$ cat src/rtl/fc_requant_pipe.sv
// fc_requant_pipe: 4-stage requantizer (bias, ReLU, multiply, rounding shift, zero point, narrow).
// Build option FC_REQUANT_SAT_EN: clamp to the output range and expose the sticky o_sat_flag.
module fc_requant_pipe #(
  parameter int unsigned ACC_W = 32,
  parameter int unsigned OUT_W = 8,
  parameter int unsigned CNT_W = 16,
  localparam int unsigned MULT_W = 32,
  localparam int unsigned CFG8_W = 8
) (
  input  logic              i_clk,
  input  logic              i_rst,
  input  logic              i_cfg_wr,
  input  logic [MULT_W-1:0] i_cfg_mult,
  input  logic [CFG8_W-1:0] i_cfg_shift,
  input  logic [CFG8_W-1:0] i_cfg_zp,
  input  logic              i_cfg_relu,
  output logic              o_cfg_err,
  input  logic              i_valid,
  output logic              o_ready,
  input  logic [ACC_W-1:0]  i_acc,
  input  logic [ACC_W-1:0]  i_bias,
  input  logic              i_last,
  output logic              o_valid,
  input  logic              i_ready,
  output logic [OUT_W-1:0]  o_act,
  output logic              o_last,
  output logic [CNT_W-1:0]  o_count,
`ifdef FC_REQUANT_SAT_EN
  output logic              o_sat_flag,
`endif
  output logic              o_busy
);

  localparam int unsigned PROD_W = ACC_W + MULT_W;
  localparam int unsigned Y_W    = 16;
  localparam int unsigned TS_W   = 6;
  localparam int unsigned TSR_W  = 10;
  localparam logic signed [Y_W-1:0] ACT_MAX = Y_W'(2 ** (OUT_W - 1) - 1);
  localparam logic signed [Y_W-1:0] ACT_MIN = ~ACT_MAX;

  logic signed [MULT_W-1:0] cfg_mult_q, cfg_mult_d;
  logic signed [CFG8_W-1:0] cfg_shift_q, cfg_shift_d;
  logic signed [CFG8_W-1:0] cfg_zp_q, cfg_zp_d;
  logic                     cfg_relu_q, cfg_relu_d;
  logic                     cfg_err_q, cfg_err_d;

  logic v1_q, v2_q, v3_q, v4_q, v1_d, v2_d, v3_d, v4_d;
  logic l1_q, l2_q, l3_q, l4_q, l1_d, l2_d, l3_d, l4_d;
  logic signed [ACC_W-1:0]  r_q, r_d;
  logic signed [PROD_W-1:0] p_q, p_d;
  logic signed [Y_W-1:0]    q_q, q_d;
  logic [OUT_W-1:0]         act_q, act_d;
  logic [CNT_W-1:0]         cnt_q, cnt_d;
  logic                     busy_q, busy_d;
  logic                     sat_q, sat_d;

  logic                     en_c, cfg_acc_c, sat_c;
  logic signed [ACC_W-1:0]  sum_c;
  logic signed [TSR_W-1:0]  ts_raw_c;
  logic [TS_W-1:0]          ts_c;
  logic signed [PROD_W-1:0] rnd_c;
  logic signed [Y_W-1:0]    y_c, yc_c;

  assign en_c      = !v4_q || i_ready;
  assign o_ready   = en_c;
  assign o_valid   = v4_q;
  assign o_act     = act_q;
  assign o_last    = l4_q;
  assign o_count   = cnt_q;
  assign o_busy    = busy_q;
  assign o_cfg_err = cfg_err_q;
`ifdef FC_REQUANT_SAT_EN
  assign o_sat_flag = sat_q;
`endif

  // Datapath arithmetic for each stage plus config/counter next-state.
  always_comb begin
    sum_c    = $signed(i_acc) + $signed(i_bias);
    ts_raw_c = 10'sd31 - TSR_W'(cfg_shift_q);
    if (ts_raw_c < 10'sd1)       ts_c = TS_W'(1);
    else if (ts_raw_c > 10'sd62) ts_c = TS_W'(62);
    else                         ts_c = ts_raw_c[TS_W-1:0];
    rnd_c = PROD_W'(1) << (ts_c - TS_W'(1));
    y_c   = q_q + Y_W'(cfg_zp_q);
    yc_c  = y_c;
    sat_c = 1'b0;
`ifdef FC_REQUANT_SAT_EN
    if (y_c > ACT_MAX) begin
      yc_c  = ACT_MAX;
      sat_c = 1'b1;
    end else if (y_c < ACT_MIN) begin
      yc_c  = ACT_MIN;
      sat_c = 1'b1;
    end
`endif

    v1_d = v1_q; v2_d = v2_q; v3_d = v3_q; v4_d = v4_q;
    l1_d = l1_q; l2_d = l2_q; l3_d = l3_q; l4_d = l4_q;
    r_d = r_q; p_d = p_q; q_d = q_q; act_d = act_q;
    if (en_c) begin
      v1_d  = i_valid;
      l1_d  = i_last;
      r_d   = (cfg_relu_q && sum_c < 0) ? '0 : sum_c;
      v2_d  = v1_q;
      l2_d  = l1_q;
      p_d   = PROD_W'(r_q) * PROD_W'(cfg_mult_q);
      v3_d  = v2_q;
      l3_d  = l2_q;
      q_d   = Y_W'((p_q + rnd_c) >>> ts_c);
      v4_d  = v3_q;
      l4_d  = l3_q;
      act_d = OUT_W'(yc_c);
    end
    busy_d = v1_d || v2_d || v3_d || v4_d;

    // Config only changes with an empty pipeline, so stages read it directly.
    cfg_acc_c   = i_cfg_wr && !busy_q && !i_valid;
    cfg_err_d   = i_cfg_wr && !cfg_acc_c;
    cfg_mult_d  = cfg_mult_q;
    cfg_shift_d = cfg_shift_q;
    cfg_zp_d    = cfg_zp_q;
    cfg_relu_d  = cfg_relu_q;
    cnt_d       = cnt_q;
    sat_d       = sat_q;
    if (cfg_acc_c) begin
      cfg_mult_d  = $signed(i_cfg_mult);
      cfg_shift_d = $signed(i_cfg_shift);
      cfg_zp_d    = $signed(i_cfg_zp);
      cfg_relu_d  = i_cfg_relu;
      cnt_d       = '0;
      sat_d       = 1'b0;
    end else begin
      if (v4_q && i_ready && cnt_q != '1) cnt_d = cnt_q + CNT_W'(1);
      if (en_c && v3_q && sat_c)          sat_d = 1'b1;
    end
  end

  always_ff @(posedge i_clk) begin
    if (i_rst) begin
      cfg_mult_q  <= '0;
      cfg_shift_q <= '0;
      cfg_zp_q    <= '0;
      cfg_relu_q  <= 1'b1;
      cfg_err_q   <= 1'b0;
      v1_q <= 1'b0; v2_q <= 1'b0; v3_q <= 1'b0; v4_q <= 1'b0;
      l1_q <= 1'b0; l2_q <= 1'b0; l3_q <= 1'b0; l4_q <= 1'b0;
      r_q    <= '0;
      p_q    <= '0;
      q_q    <= '0;
      act_q  <= '0;
      cnt_q  <= '0;
      busy_q <= 1'b0;
      sat_q  <= 1'b0;
    end else begin
      cfg_mult_q  <= cfg_mult_d;
      cfg_shift_q <= cfg_shift_d;
      cfg_zp_q    <= cfg_zp_d;
      cfg_relu_q  <= cfg_relu_d;
      cfg_err_q   <= cfg_err_d;
      v1_q <= v1_d; v2_q <= v2_d; v3_q <= v3_d; v4_q <= v4_d;
      l1_q <= l1_d; l2_q <= l2_d; l3_q <= l3_d; l4_q <= l4_d;
      r_q    <= r_d;
      p_q    <= p_d;
      q_q    <= q_d;
      act_q  <= act_d;
      cnt_q  <= cnt_d;
      busy_q <= busy_d;
      sat_q  <= sat_d;
    end
  end

endmodule

$ cat config.mk
export PLATFORM = sky130hd
export DESIGN_NAME = fc_requant_pipe
export DESIGN_NICKNAME = d
export VERILOG_FILES = /design/src/rtl/fc_requant_pipe.sv
export SDC_FILE = /design/constraint.sdc
export NUM_CORES = 2
export LEC_CHECK = 0
export CORE_MARGIN = 2
export CORE_UTILIZATION = 67
export CTS_CLUSTER_SIZE = 8
export DETAILED_ROUTE_END_ITERATION = 7
export PLACE_DENSITY = 0.86
export SLEW_MARGIN = 10
export SYNTH_ARGS = -nofsm -noshare
export SYNTH_HDL_FRONTEND = slang
export SYNTH_SLANG_ARGS = --single-unit
$ cat constraint.sdc
create_clock -name i_clk -period 12.3 [get_ports i_clk]
set_input_delay 1.23 -clock i_clk [delete_from_list [all_inputs] [get_ports i_clk]]
set_output_delay 1.23 -clock i_clk [all_outputs]
set_load 0.02 [all_outputs]
======== Word-level counts from Yosys, hierarchy flattened ========
Index checks and enable logic that the tools add are counted.
Widths: inputs -> output; s select.
word-level totals
  flip-flop bits (word level) ............. 187
  bits in latches ......................... 0
  RAM bits ................................ 0
  bits in read-only memories .............. 0
  bits of input ports ..................... 119
  memories kept ........................... 0
operators by class
  $add $sub $neg .......................... 6
  multipliers ............................. 1
  div/mod/pow operators ................... 0
  order comparisons ....................... 3
  equal/unequal tests ..................... 1
  shift-type cells ........................ 2
  muxes and demuxes ....................... 7
  bitwise logic cells ..................... 0
  reductions and logical operators ........ 15
operators by type and width
  operator               count
  $add 64x64->64         1
  $mul 32x32->64         1
  $shl 1x6->64 const A   1
  $sshr 64x6->8          1
  $add 32x32->32         1
  $lt 32x1->1 const B    1
  $mux 32                1
  $add 16x1->16 const B  1
  $ne 16x16->1 const B   1
  $mux 6                 2
  $gt 9x7->1 const B     1
  $lt 9x2->1 const B     1
  $sub 6x8->9 const A    1
  $add 8x8->8            1
  $logic_and 1x1->1      6
  $sub 6x1->6 const B    1
  $logic_not 1->1        4
  $logic_or 1x1->1       4
  $mux 1                 4
  $reduce_or 2->1        1

======== Longest topological paths before layout ========
  depth in word-level cells ............... 8
  mapped depth ............................ 30

======== Least setup slack after synthesis ========
Ideal clock, no wire load.
  path kind ............................... register -> register
  start ................................... reg r_q[31]
  end ..................................... reg p_q[60]
  setup time .............................. 0.127 ns
  arrival time ............................ 7.803 ns
  setup slack ............................. 4.370 ns
  cell stages (with the launch flop) ...... 27
  clock period less this slack ............ 7.930 ns
  cells stage by stage .................... dfxtp_1 clkbuf_1 nand2_1 inv_1 fa_1 inv_1 fa_1 inv_1 fa_1 fa_1 inv_1 fa_1 inv_1 fa_1 fa_1 fa_1 ha_1 a21o_1 a21o_1 a21oi_1 inv_1 a21oi_1 o21ai_1 o311a_1 a21oi_1 nor4_1 or3_1
on the way
  word-level cells in the longest chain between the ends .. 1
ends and longest elaborated chain
  what                    RTL line  text
  from (decl)             49        logic signed [ACC_W-1:0] r_q, r_d;
  from (signal assigned)  162       r_q <= r_d;
  $mul 32x32->64          106       p_d = PROD_W'(r_q) * PROD_W'(cfg_mult_q);
  to (signal assigned)    163       p_q <= p_d;
  to (decl)               50        logic signed [PROD_W-1:0] p_q, p_d;
Every way passes these cells.
A chain may end at the register's enable or synchronous reset.

======== Final worst setup path ========
  start ................................... reg cfg_mult_q[6]
  end ..................................... reg p_q[60]
on the way
  word-level cells in the longest chain between the ends .. 1
ends and longest elaborated chain
  what                    RTL line  text
  from (decl)             41        logic signed [MULT_W-1:0] cfg_mult_q, cfg_mult_d;
  from (signal assigned)  155       cfg_mult_q <= cfg_mult_d;
  $mul 32x32->64          106
Every way passes these cells.

==> results by stage <==
Yosys:
- During synthesis, Yosys emitted a total of 0 warnings.
- After synthesis the netlist holds a flip-flop and latch count of 187.
- Counting distinct cell types in the post-synthesis netlist gives 99.
- Of all flip-flops after synthesis, the portion carrying an async set or reset was 0.
- The number of synthesized flops with an enable pin is 0.
- The number of nets produced by synthesis is roughly 7700.
- The number of cells produced by synthesis is between 6000 and 7000.
- The summed instance area of the synthesized netlist is 52500 sq um.
- The post-synthesis sequential area ratio is 0.0713.
- A synthesized cell averages 8.49 sq um.
- The predominant post-synthesis flop cell is dfxtp_1.

Run:
- The max-cap violation count is 0.

Clocking:
- Clock-pin slew was measured on the worst setup and hold paths at between 100 and 150 ps.
- The clock buffer count from CTS is 17.
- The hold-fix buffer count after cts is 0.
- The clock latency reported for the late side of the worst-skew pair is between 500 and 600 ps.
- The clock tree synthesis step divided the H-tree into 4 levels.
- No sink is reached through more buffers than the 2 on the longest clock path.
- CTS saw between 150 and 200 sinks.
- The number of instances resized during post-cts repair is 0.
- The number of setup buffers added after CTS is 0.
- TritonCTS built the clock tree.
- Clock tree synthesis selected as its root buffer the cell clkbuf_16.

Power:
- The share of total power dissipated in the clock network is 0.176.
- The internal portion of total power is roughly 1700 uW.
- For this design the total switching power over the nets is roughly 1800 uW.
- The share of total power dissipated in combinational logic is 0.612.
- The power per cell area is around 65 nW/um^2.
- The fraction of power spent switching nets is 0.510.
- The largest voltage drop on the vdd net is 0.135 mV.
- The sequential power share is 0.212.
- The leakage power is around 0.026 uW.

Placement:
- The half-perimeter wire length after placement is ~120000 um.
- The count of port buffers added during placement is around 150.
- The number of cells after detailed placement is about 7100.
- The congestion estimate from routability-driven global placement came to between 1 and 1.5.

Route:
- Dividing the detail-routed via count by the number of cells gives between 6 and 7.
- The number of DRC markers after the initial detailed-route iteration is roughly 3800.
- The total via count in the routed design is 44300.
- Wires add up to between 150000 and 200000 um.
- Dividing the detail-routed wire length by the instance count gives 21.4 um.
- The total DRC errors in the routed layout is 1.
- The final antenna-violating net count is 0.
- The number of optimization iterations in the first detailed-route pass is 8.

Setup path:
- Counting stages on the worst path, the most repeated cell is fa_1.
- The combined buffer and inverter count along the critical path is 6.
- On the critical path, the stage with the largest delay is an instance of fa_1.
- The peak per-stage delay on the critical path is around 1000 ps.
- The cell family contributing the most delay on the critical path is adder cells.
- The endpoint kind of the worst setup timing path is a flop.
- For the worst setup path, the data arrival time is ~9600 ps.
- The endpoint required time on the critical path is around 13000 ps.
- The critical path start-end classification is reg2reg.
- The critical-path maximum fanout is 20.
- The worst setup path is launched from a flop.

Finish:
- The net count of the finished layout is roughly 7600.
- Relative to the synthesized area, the layout overhead comes to 5.31%.
- Of the cells placed in the final design, the portion with a size suffix greater than 1 is 0.0305.
- The non-filler instance count after layout is between 7000 and 8000.
- The total of fill cells in the finished design is 5765.
- The number of antenna repair diodes is 0.

GRT:
- The largest net degree at the start of global routing is between 60 and 70.
- The number of antenna violations at the first check in global routing is 1.
- The number of global-route vias before repair was approximately 48000.
- The overall global routing resource usage is 0.393.
- For this run the aggregate overflow at the end of global routing stands at 0.
- The first global-routing pass estimated around 250000 um of wire.

Floorplan:
- After floorplanning, the core was divided into 102 placement rows.
- The floorplan step set the die width to roughly 280 um.
- For this configuration, the core starts out at a cell density of 0.678.
- The overall die height is 284 um.
- approximately 150 I/O pins were placed.
- The full die area is between 80000 and 90000 sq um.
- After floorplanning, the core was sized to cover 77500 sq um.

STA:
- Between clock sinks in the finished design, the worst skew comes to ~30 ps.
- The achievable clock frequency is about 110 MHz.
- The slew of the pin with the lowest slew margin is around 1200 ps.
- The count of final setup violators is 0.
- The count of pins over their slew limit is 0.
- The sum of negative setup slack is 0 ps.
- The relative slew slack is 0.213.
- The number of hold violations in the final report was 0.
- The worst path needs about 9200 ps of the cycle, external delays included.
- Of the available clock period, the critical path in the final layout requires 0.749.
- Setup repair after global routing left no endpoint under its margin.

Worst hold path:
- The class of the most critical hold timing path is reg2reg.

Outcome:
- The run finished, with violations left.
- The final reports fail on DRC.
## worst reg2reg max path, stage by stage (launching register included)
cell	delay, ps
dfxtp_1	830
buf_4	340
and2_1	220
fa_1	490
inv_1	230
fa_1	460
inv_1	210
fa_1	500
fa_1	1010
inv_1	350
fa_1	560
inv_1	60
fa_1	550
fa_1	440
fa_1	470
ha_1	370
a21o_1	220
a21o_1	170
a21oi_1	130
inv_1	70
a21oi_1	130
o21ai_1	120
o311a_1	460
a21oi_1	210
nor4_1	70
or3_1	400
## flip-flops by register name, indices dropped and copies added (netlist names), 8 cells and up
signal and count:
p_q 64, cfg_shift_q 8, o_count 16, cfg_mult_q 32
r_q 32, q_q 8, cfg_zp_q 8, o_act 8
## stage by stage
step                instance area [sq um]  worst slack, ps  total power, uW   util  hold WS, ps
floorplan                           52500             4370             2230      -          432
global placement                    54600             3370             2830  0.705          436
detailed placement                  54600             3120             2890  0.705          445
CTS                                 55300             3090             3530  0.714          458
global route                        55300             2490             3810  0.714          475
finish                              55300             3090             3570  0.714          458
## cell usage in the layout (no fill, tap or decap), types with 9 or more instances in the layout
| master | Yosys | final |
|---|---|---|
| or3_1 | 25 | 24 |
| and4_1 | 10 | 10 |
| a211oi_1 | 45 | 45 |
| nand4_1 | 47 | 47 |
| o21ai_0 | 137 | 137 |
| inv_1 | 1010 | 1010 |
| and3_1 | 19 | 19 |
| clkbuf_16 | 0 | 17 |
| xnor2_1 | 92 | 92 |
| o21a_1 | 36 | 36 |
| nor2_1 | 286 | 285 |
| a21o_1 | 98 | 98 |
| buf_4 | 2 | 100 |
| o22ai_1 | 26 | 26 |
| xor2_1 | 76 | 76 |
| nand2b_1 | 32 | 32 |
| ha_1 | 289 | 289 |
| fa_1 | 1085 | 1085 |
| a31o_2 | 9 | 9 |
| o21bai_1 | 29 | 29 |
| and2_1 | 517 | 517 |
| o211ai_1 | 32 | 32 |
| a221oi_1 | 11 | 11 |
| nor4_1 | 14 | 14 |
| a31oi_1 | 25 | 25 |
| nand3_1 | 67 | 67 |
| clkdlybuf4s50_1 | 0 | 146 |
| nor3_1 | 70 | 69 |
| a2111oi_0 | 9 | 9 |
| dfxtp_1 | 187 | 187 |
| mux2i_1 | 32 | 32 |
| nor2b_1 | 20 | 19 |
| nand2_1 | 930 | 930 |
| o31ai_1 | 21 | 21 |
| a22o_1 | 36 | 36 |
| a21oi_1 | 308 | 307 |
| a211o_1 | 12 | 12 |
| o2111ai_1 | 10 | 10 |
## cell usage after synthesis, drive strengths merged (8+ instances only)
master / n / area (sq um)
and3: 19 / 119
and4: 10 / 87.6
a221oi: 13 / 126
o21bai: 29 / 218
a21oi: 311 / 1570
o2111ai: 10 / 87.6
o21ai: 145 / 726
nand4: 47 / 294
o21a: 36 / 270
a22oi: 8 / 60.1
nor4: 14 / 87.6
xor2: 76 / 666
nor2: 286 / 1070
nand3: 67 / 335
a211oi: 46 / 350
buf: 54 / 264
and2: 518 / 3240
a211o: 12 / 105
or3: 26 / 168
a22o: 36 / 315
a21o: 98 / 736
a311oi: 8 / 76.3
ha: 289 / 3620
dfxtp: 187 / 3740
nand2: 931 / 3500
nor3: 74 / 390
a2111oi: 12 / 131
nand2b: 32 / 200
a31o: 12 / 114
xnor2: 92 / 806
a21boi: 9 / 75.1
nor2b: 20 / 125
clkbuf: 304 / 1140
o22ai: 26 / 163
inv: 1010 / 3790
o31ai: 23 / 183
a31oi: 27 / 181
o211ai: 32 / 240
fa: 1085 / 21700
mux2i: 32 / 320
## final timing paths
check | start | to | slack (ps) | depth (start not counted)
setup / recovery | cfg_mult_q[6]$_SDFFE_PP0P_ | p_q[60]$_SDFFE_PP0N_ | 3090 | 25
hold / removal | cfg_mult_q[26]$_SDFFE_PP0P_ | cfg_mult_q[26]$_SDFFE_PP0P_ | 460 | 2
setup reg to reg | cfg_mult_q[6]$_SDFFE_PP0P_ | p_q[60]$_SDFFE_PP0N_ | 3090 | 25
hold reg to reg | cfg_mult_q[26]$_SDFFE_PP0P_ | cfg_mult_q[26]$_SDFFE_PP0P_ | 460 | 2
## power by group through the flow
stage | clock network (uW) | registers (uW) | logic [uW]
floorplan | 0 | 749 | 1480
global placement | 0 | 768 | 2070
detailed placement | 0 | 770 | 2120
CTS | 638 | 756 | 2130
global route | 660 | 766 | 2380
finish | 629 | 757 | 2190
## final cells by class
type,count,area (sq um),area share
flip-flops and latches,187,3740,0.0677
clock inverters,15,211,0.00383
repair buffers,246,2210,0.0400
well taps,1040,1300,0.0235
inverters,1011,3790,0.0687
clock buffers,17,425,0.00770
multi-input cells,4627,43600,0.789
## per-layer routing
metal	share of wire	up-vias	GRT usage	wire length, um
li1	-	19300	-	-
met1	0.37	22000	0.482	56200
met2	0.48	2465	0.659	73500
met3	0.091	657	0.0751	13900
met4	0.059	0	0.210	8980
met5	0	-	0	0
## cells by family after synthesis
family / synth area share
and+or+nand+nor: 0.187
buffers and inverters: 0.0991
DFF: 0.0713
xor gates and xnor gates: 0.0280
muxes: 0.00760
AOI/OAI and AO/OA: 0.124
adders and majority gates: 0.483
No activity file was read; power rests on OpenSTA's default activity.
